File: config.mk
export PLATFORM = sky130hd
export DESIGN_NAME = led_status_scheduler
export DESIGN_NICKNAME = d
export VERILOG_FILES = /design/src/rtl/led_status_scheduler_pkg.sv /design/src/rtl/led_status_scheduler_tick_gen.sv /design/src/rtl/led_status_scheduler.sv
export SDC_FILE = /design/constraint.sdc
export NUM_CORES = 1
export LEC_CHECK = 0
export ABC_AREA = 0
export CELL_PAD_IN_SITES_DETAIL_PLACEMENT = 0
export CELL_PAD_IN_SITES_GLOBAL_PLACEMENT = 1
export CORE_MARGIN = 1
export CORE_UTILIZATION = 35
export DETAILED_ROUTE_END_ITERATION = 10
export GPL_TIMING_DRIVEN = 0
export PLACE_DENSITY = 0.66
export SLEW_MARGIN = 20
export SYNTH_ARGS = -nofsm -noshare
export SYNTH_HDL_FRONTEND = slang
export SYNTH_SLANG_ARGS = --single-unit
File: constraint.sdc
create_clock -name clk -period 5.2 [get_ports clk]
set_input_delay 1.56 -clock clk [delete_from_list [all_inputs] [get_ports clk]]
set_output_delay 1.56 -clock clk [all_outputs]
set_load 0.01 [all_outputs]
File: src/rtl/led_status_scheduler_pkg.sv
// Shared definitions for the status-LED scheduler: FSM encoding, slot counts and a log2 helper.
package led_status_scheduler_pkg;

    typedef enum logic [1:0] {
        ST_IDLE = 2'd0,
        ST_ON   = 2'd1,
        ST_OFF  = 2'd2,
        ST_GAP  = 2'd3
    } state_t;

    localparam int GAP_TICKS = 4;
    localparam int HB_TICKS  = 4;

    // Ceiling log2, never below 1 so that counters and indices keep at least one bit.
    function automatic int c_log2(input int n);
        int r;
        r = 1;
        for (int i = 1; i < 31; i++) begin
            if ((1 << i) < n) r = i + 1;
        end
        return r;
    endfunction

endpackage

File: src/rtl/led_status_scheduler_tick_gen.sv
// Slot tick for the LED scheduler: a one-cycle strobe every max(1, CLK_HZ/TICK_HZ) clocks.
// Free-running counter-and-compare from reset; no backpressure.
module led_status_scheduler_tick_gen
    import led_status_scheduler_pkg::*;
#(
    parameter int CLK_HZ  = 24000000,
    parameter int TICK_HZ = 8
) (
    input  logic clk,
    input  logic rst_n,
    output logic tick
);

    localparam int TDIV = (CLK_HZ / TICK_HZ > 1) ? (CLK_HZ / TICK_HZ) : 1;
    localparam int CW   = c_log2(TDIV);
    localparam logic [CW-1:0] LAST = CW'(TDIV - 1);

    logic [CW-1:0] cnt_q, cnt_d;

    assign tick  = (cnt_q == LAST);
    assign cnt_d = tick ? '0 : cnt_q + CW'(1);

    always_ff @(posedge clk or negedge rst_n) begin
        if (!rst_n) cnt_q <= '0;
        else        cnt_q <= cnt_d;
    end

endmodule

File: src/rtl/led_status_scheduler.sv
// Fixed-priority blink-code scheduler for the single status LED; outputs registered, one clock after the deciding tick.
// Requests are levels with no backpressure; bursts are non-preemptive. LED_SCHED_HEARTBEAT_EN adds the idle heartbeat.
module led_status_scheduler
    import led_status_scheduler_pkg::*;
#(
    parameter int CLK_HZ  = 24000000,
    parameter int TICK_HZ = 8,
    parameter int NREQ    = 4,
    parameter int CODE_W  = 3,
    localparam int ID_W   = c_log2(NREQ)
) (
    input  logic                     clk,
    input  logic                     rst_n,
    input  logic                     enable,
    input  logic [NREQ-1:0]          req,
    input  logic [NREQ*CODE_W-1:0]   code,
    output logic                     led,
    output logic                     busy,
    output logic [ID_W-1:0]          active_id,
    output logic                     done
);

    localparam int GW = c_log2(GAP_TICKS);
    localparam logic [GW-1:0] GAP_LAST = GW'(GAP_TICKS - 1);

    logic tick;

    led_status_scheduler_tick_gen #(
        .CLK_HZ  (CLK_HZ),
        .TICK_HZ (TICK_HZ)
    ) u_tick_gen (
        .clk   (clk),
        .rst_n (rst_n),
        .tick  (tick)
    );

    // Priority encoder: lowest set index wins; a zero code is served as a single pulse.
    logic              req_any;
    logic [ID_W-1:0]   win_id;
    logic [CODE_W-1:0] win_code;

    always_comb begin
        win_id   = '0;
        win_code = '0;
        for (int i = NREQ - 1; i >= 0; i--) begin
            if (req[i]) begin
                win_id   = ID_W'(i);
                win_code = code[i*CODE_W +: CODE_W];
            end
        end
        if (win_code == '0) win_code = CODE_W'(1);
    end

    assign req_any = |req;

    state_t            state_q, state_d;
    logic [CODE_W-1:0] rem_q, rem_d;
    logic [GW-1:0]     gap_q, gap_d;
    logic [ID_W-1:0]   id_q, id_d;
    logic              gap_end;
    logic              led_q, led_d;
    logic              busy_q, busy_d;
    logic              done_q, done_d;
    logic              idle_led;

    always_ff @(posedge clk or negedge rst_n) begin
        if (!rst_n) begin
            state_q <= ST_IDLE;
            rem_q   <= '0;
            gap_q   <= '0;
            id_q    <= '0;
            led_q   <= 1'b0;
            busy_q  <= 1'b0;
            done_q  <= 1'b0;
        end else begin
            state_q <= state_d;
            rem_q   <= rem_d;
            gap_q   <= gap_d;
            id_q    <= id_d;
            led_q   <= led_d;
            busy_q  <= busy_d;
            done_q  <= done_d;
        end
    end

    always_comb begin
        state_d = state_q;
        rem_d   = rem_q;
        gap_d   = gap_q;
        id_d    = id_q;
        gap_end = 1'b0;
        if (!enable) begin
            state_d = ST_IDLE;
            gap_d   = '0;
        end else if (tick) begin
            unique case (state_q)
                ST_IDLE: begin
                    if (req_any) begin
                        state_d = ST_ON;
                        rem_d   = win_code;
                        id_d    = win_id;
                    end
                end
                ST_ON: state_d = ST_OFF;
                ST_OFF: begin
                    rem_d   = rem_q - CODE_W'(1);
                    gap_d   = '0;
                    state_d = (rem_d != '0) ? ST_ON : ST_GAP;
                end
                ST_GAP: begin
                    if (gap_q == GAP_LAST) begin
                        gap_end = 1'b1;
                        gap_d   = '0;
                        // Back-to-back service: a pending request skips IDLE entirely.
                        if (req_any) begin
                            state_d = ST_ON;
                            rem_d   = win_code;
                            id_d    = win_id;
                        end else begin
                            state_d = ST_IDLE;
                        end
                    end else begin
                        gap_d = gap_q + GW'(1);
                    end
                end
                default: state_d = ST_IDLE;
            endcase
        end
    end

`ifdef LED_SCHED_HEARTBEAT_EN
    localparam int HW = c_log2(HB_TICKS);
    localparam logic [HW-1:0] HB_LAST = HW'(HB_TICKS - 1);

    logic [HW-1:0] hb_cnt_q, hb_cnt_d;
    logic          hb_led_q, hb_led_d;

    // Phase only advances on ticks spent resting in IDLE; leaving or entering a burst freezes it.
    always_comb begin
        hb_cnt_d = hb_cnt_q;
        hb_led_d = hb_led_q;
        if (!enable) begin
            hb_cnt_d = '0;
            hb_led_d = 1'b0;
        end else if (tick && state_q == ST_IDLE && state_d == ST_IDLE) begin
            if (hb_cnt_q == HB_LAST) begin
                hb_cnt_d = '0;
                hb_led_d = ~hb_led_q;
            end else begin
                hb_cnt_d = hb_cnt_q + HW'(1);
            end
        end
    end

    always_ff @(posedge clk or negedge rst_n) begin
        if (!rst_n) begin
            hb_cnt_q <= '0;
            hb_led_q <= 1'b0;
        end else begin
            hb_cnt_q <= hb_cnt_d;
            hb_led_q <= hb_led_d;
        end
    end

    assign idle_led = hb_led_d;
`else
    assign idle_led = 1'b0;
`endif

    always_comb begin
        led_d  = 1'b0;
        busy_d = (state_d != ST_IDLE);
        done_d = gap_end;
        unique case (state_d)
            ST_ON:   led_d = 1'b1;
            ST_IDLE: led_d = enable & idle_led;
            default: led_d = 1'b0;
        endcase
    end

    assign led       = led_q;
    assign busy      = busy_q;
    assign done      = done_q;
    assign active_id = id_q;

endmodule
Word level (Yosys, flattened, before mapping)
Index checks and enable logic that the tools add are counted.

word-level totals
  bits in latches = 0
  output and inout port bits = 5
  memories = 0
  input port bits = 19
  RAM bits = 0
  word-level logic and storage cells = 62
  bits in read-only memories = 0
  register bits = 34

cells by class
  equality and inequality tests = 9
  divide/modulo/power cells = 0
  magnitude comparators = 0
  shift operators = 0
  bitwise logic cells = 0
  $add $sub $neg = 3
  $mul = 0
  multiplexer cells = 32
  reduce and logical (&&, ||, !) cells = 10

operators with widths
  kind                                                    count
  two-way mux 2 bit                                       14
  adder 22 x 1 -> 22 bit (second input constant)          1
  equality test 22 bit (second input constant)            1
  two-way mux 22 bit                                      1
  two-way mux 3 bit                                       7
  case mux 3 bit (3 select lines)                         1
  case mux 2 bit (2 select lines)                         2
  case mux 2 bit (4 select lines)                         1
  AND reduction 4 bit                                     2
  equality test 2 bit (second input constant)             3
  two-way mux 1 bit                                       6
  nonzero test 3 bit                                      2
  equality test 2 x 1 -> 1 bit (second input constant)    2
  nonzero test 2 bit                                      2
  OR reduction 4 bit                                      1
  logical NOT 3 bit                                       1
  inequality test 3 x 1 -> 1 bit (second input constant)  1
  subtractor 3 x 1 -> 3 bit (second input constant)       1
  adder 2 x 1 -> 2 bit (second input constant)            1
  logical NOT 2 bit                                       1
  inequality test 2 x 1 -> 1 bit (second input constant)  1
  inequality test 2 bit (second input constant)           1
  AND reduction 2 bit                                     1

Logic depth before layout (Yosys ltp)
  word-level depth = 9
  depth in mapped cells = 7
  mapped depth without buffers = 7

By module
A second synthesis with hierarchy kept.

second synthesis, totals
  cell total of the unflattened synthesis = 197
  area, all modules = 1893.1 µm²

by module, submodules not included
  module                         area each (µm²)  instances  seq. area each (µm²)  cells an instance
  led_status_scheduler_tick_gen  1097.3           1          550.5                 112
  led_status_scheduler           795.8            1          300.3                 85

Worst setup path after synthesis
No wires, ideal clock.

  path type = input to register
  start = input port req[0]
  end = register rem_q[1]
  arrival time = 2.720 ns
  stages on the path = 6
  setup time = 0.124 ns
  required time = 5.076 ns
  slack = 2.356 ns
  path buffers = 1
  path through = clkbuf_1 -> nor4_4 -> nand3b_1 -> o211ai_1 -> nor4bb_1 -> o21bai_1

between the ends
  word-level cells in the longest chain between the ends = 6
  elaborated cells on any way between the ends = 7
  classes of those cells = mux: 5; reduce/logical: 2

ends and longest elaborated chain
  item                                 RTL line                                                 source
  start: declaration                   led_status_scheduler.sv:15                               input logic [NREQ-1:0] req,
  two-way mux 3 bit                    led_status_scheduler.sv:46                               if (req[i]) begin
  logical NOT 3 bit                    led_status_scheduler.sv:51                               if (win_code == '0) win_code = CODE_W'(1);
  two-way mux 3 bit                    led_status_scheduler.sv:51
  two-way mux 3 bit (*)                led_status_scheduler.sv:98, led_status_scheduler.sv:115
  two-way mux 3 bit                    led_status_scheduler.sv:111                              if (gap_q == GAP_LAST) begin
  case mux 3 bit (3 select lines) (*)  led_status_scheduler.sv:96                               unique case (state_q)
  end signal: assignment               led_status_scheduler.sv:77                               rem_q <= rem_d;
  end: declaration                     led_status_scheduler.sv:57                               logic [CODE_W-1:0] rem_q, rem_d;

Every way passes the cells marked *; elsewhere a longest branch is shown, timed or not. The select of a mux whose other input is x is not followed.
A chain may end at the register's enable or synchronous reset.

Final worst setup path
  start = input port req[2]
  end = register rem_q[0]

between the ends
  word-level cells in the longest chain between the ends = 8
  elaborated cells on any way between the ends = 9
  classes of those cells = mux: 7; reduce/logical: 2

ends and longest elaborated chain
  item                                 RTL line
  two-way mux 3 bit (3 in a row)       led_status_scheduler.sv:46
  logical NOT 3 bit                    led_status_scheduler.sv:51
  two-way mux 3 bit                    led_status_scheduler.sv:51
  two-way mux 3 bit (*)                led_status_scheduler.sv:98, led_status_scheduler.sv:115
  two-way mux 3 bit                    led_status_scheduler.sv:111
  case mux 3 bit (3 select lines) (*)  led_status_scheduler.sv:96

Marks and branches as above.

==> summary.md <==
| Metric | Value |
|---|---|
| DR vias | 1530 |
| Area Overhead vs Synth | 21.89% |
| CTS tree | done |
| Worst Setup Start Kind | input pin |
| Post-CTS setup buffers | 0 |
| Ys Warns | 0 |
| Final HPWL DP | 3.172 mm |
| Synthesized Nets | 220 |
| Vias in the first global route | 1521 |
| WL per Instance | 14.04 um |
| Initial antenna violation count | 0 |
| Skew final | 2.891 ps |
| # DRC | 0 |
| Seq. cell area | 850.8 um^2 |
| CP Data Arrival Time | 3350 ps |
| Synth area leader | dfrtp_1 |
| Die H | 75.30 um |
| Synthesized area per cell | 9.546 um^2 |
| Hold Path Class | register to register |
| Starting density of the core | 36.59% |
| CP Capture Type | register |
| Highest Clock Rate | 318.4 MHz |
| Post-CTS Resized | 0 |
| Tot GR Track Use | 16.19% |
| Clock Tree Root | clkbuf_8 |
| Critical path data required time | 5410 ps |
| Endpoints failing hold | 0 |
| Filler Cell Count | 521 |
| Post-Route WL | 4.171 mm |
| DR vias/cell | 5.152 |
| Count of state elements after synthesis | 34 |
| Peak VDD IR | 0.1703 mV |
| CTS Sinks | 34 |
| Ys async rst share | 100.0% |
| Worst skew pair latency | 280 ps |
| Design area | 2292 um^2 |
| Min cycle time layout | 3140 ps |
| Area of the multi-input gates | 955.9 um^2 |
| Dpl ws | 1752 ps |
| Non-Filler Instances | 297 |
| Unrepaired setup endpoints after global routing | false |
| CP Max Fanout | 6 |
| Max_cap viols | 0 |
| Mapped Cells | 197 |
| # setup viols final | 0 |
| Worst rel slew slack | 61.26% |
| Core Rows | 26 |
| Chip width | 75.30 um |
| Slew @ Worst Pin | 576.7 ps |
| EDFF count, synth | 0 |
| CTS Buffer Depth | 2 |
| First-pass DRT Iterations | 4 |
| Clock H-tree levels | 2 |
| Placed cell areas | 2201 um^2 |
| Antenna Violating Nets Remaining | 0 |
| Drt initial violations | 78 |
| Hold_buf cts | 0 |
| Register area share after synthesis | 45.24% |
| Placer's final routability congestion estimate | 0.8171 |
| Post-Synthesis Cell Area | 1881 um^2 |
| Largest cells by area after synthesis | dfrtp_1 (45%), xor2_1 (4.7%), nor2_1 (4.2%), nand3_1 (4.0%), xnor2_1 (3.7%) |
| Share of cells above drive strength 1 | 6.608% |
| Inst Count DP | 289 |
| Yosys top cell area share | 45.24% |
| Distinct cell type count after synthesis | 40 |
| Final TNS setup | 0 ps |
| Global-route wire length before repair | 6.948 mm |
| LEAKAGE | 0.9835 nW |
| Most common flop cell mapped by yosys | dfrtp_1 |
| Final Max Slew Viols | 0 |
| Total gr overflow | 0 |
| Final worst slack | 2060 ps |
| TritonCTS buffer count | 5 |
| # nets final | 249 |
| Pin count of the biggest net entering global routing | 23 |
| Power, Total | 0.4986 mW |
| Input/output buffers | 21 |
| Period Utilization, post-route | 60.39% |
| Pwr Density | 217.5 nW/um^2 |
| Die ar. | 5670 um^2 |
| Core Area | 5140 um^2 |
| Worst-path clk slew | 70 ps |
| N_diodes | 0 |
| Crit path kind | input pin to register |
| Status | finished, final reports clean |
| I/O Pins | 24 |
## stage by stage
step / hold WS (ps) / util, %
2_1_floorplan: 440.0 / -
3_3_place_gp: 462.0 / 42.38
3_5_place_dp: 465.0 / 42.82
4_1_cts: 474.5 / 44.60
5_1_grt: 478.5 / 44.60
6_report: 473.6 / 44.60
## area by class of cell
class,instances,share of cell area [%]
multi-input combinational,144,41.70
sequential,34,37.12
timing repair buffer,22,10.15
tap,70,3.821
clock buffer,7,3.766
inverter,11,1.801
buffer,8,1.419
clock inverter,1,0.2183
## cell usage after synthesis, types with 4 or more instances
master and n:
xnor2_1 8, nand2_1 16, and3_1 7, dfrtp_1 34, a31oi_1 4, nor2_1 21
clkbuf_1 6, inv_1 11, nand4_1 5, ha_1 4, o21ai_0 6, xor2_1 10
nand3_1 15, a21oi_1 7
## placed cells by master, fill, tap and decap left out, drive strengths merged, types with 2 or more instances in the layout
cell type | Yosys | final
a21oi | 7 | 7
clkbuf | 6 | 13
ha | 4 | 4
clkdlybuf4s50 | 0 | 20
and3 | 7 | 7
nand4 | 5 | 5
xor2 | 10 | 10
nor4 | 3 | 3
a31oi | 4 | 4
buf | 2 | 4
o31ai | 3 | 3
nor2 | 21 | 21
inv | 11 | 11
xnor2 | 8 | 8
a221o | 2 | 2
and2 | 2 | 2
nor4b | 2 | 2
nand2 | 16 | 16
dfrtp | 34 | 34
a22oi | 2 | 2
a221oi | 3 | 3
o21ai | 6 | 6
o211ai | 3 | 3
mux2i | 3 | 3
nor3b | 2 | 2
nand3 | 16 | 16
nand2b | 2 | 2
nor3 | 3 | 3
## worst max-delay path, stage by stage
cell	delay, ps
clkdlybuf4s50_1	600
nor2b_1	130
a221o_1	340
a221oi_1	380
a221oi_1	170
mux2i_1	170
## kinds of logic (layout without fill, tap and decap cells)
kind of cell,after synthesis,in the layout,share of synthesized area (%)
simple gates,84,84,25.48
mux,4,4,2.196
fa+ha+maj,4,4,2.661
buf+inv,19,49,3.925
compound gates,34,34,12.11
xor+xnor,18,18,8.383
flops,34,34,45.24
## where the power goes
part / total, mW / leakage, nW / internal, mW / switching [mW]
registers: 0.264 / 0.445 / 0.264 / 0.0000000000000000629
clock network: 0.200 / 0.0482 / 0.107 / 0.0933
logic: 0.0341 / 0.490 / 0.0177 / 0.0164
total: 0.499 / 0.983 / 0.389 / 0.110
## routing by layer
| metal | part of all wire, % | up-vias | wire, um | global-route usage (%) |
|---|---|---|---|---|
| li1 | - | 759 | - | - |
| met1 | 48 | 728 | 2008 | 22.34 |
| met2 | 45 | 37 | 1884 | 25.60 |
| met3 | 5.4 | 6 | 227 | 3.571 |
| met4 | 1.2 | 0 | 51 | 4.938 |
| met5 | 0 | - | 0 | 0 |
## final timing paths
path	startpoint	cells past startpoint	slack [ps]	to
max in group asynchronous	rst_n	2	3600	u_tick_gen.cnt_q[16]
min in group asynchronous	rst_n	1	1180	rem_q[1]
min	u_tick_gen.cnt_q[21]	1	470	u_tick_gen.cnt_q[21]
max	req[2]	6	2060	rem_q[0]
min reg2reg	u_tick_gen.cnt_q[21]	1	470	u_tick_gen.cnt_q[21]
max reg2reg	u_tick_gen.cnt_q[0]	6	3150	active_id[0]
## flip-flops by register name, summed over array words and instances, names as in the netlist
name	flops
led	1
active_id	2
done	1
state_q	2
busy	1
u_tick_gen.cnt_q	22
rem_q	3
gap_q	2
(Power assumes the default switching activity.)
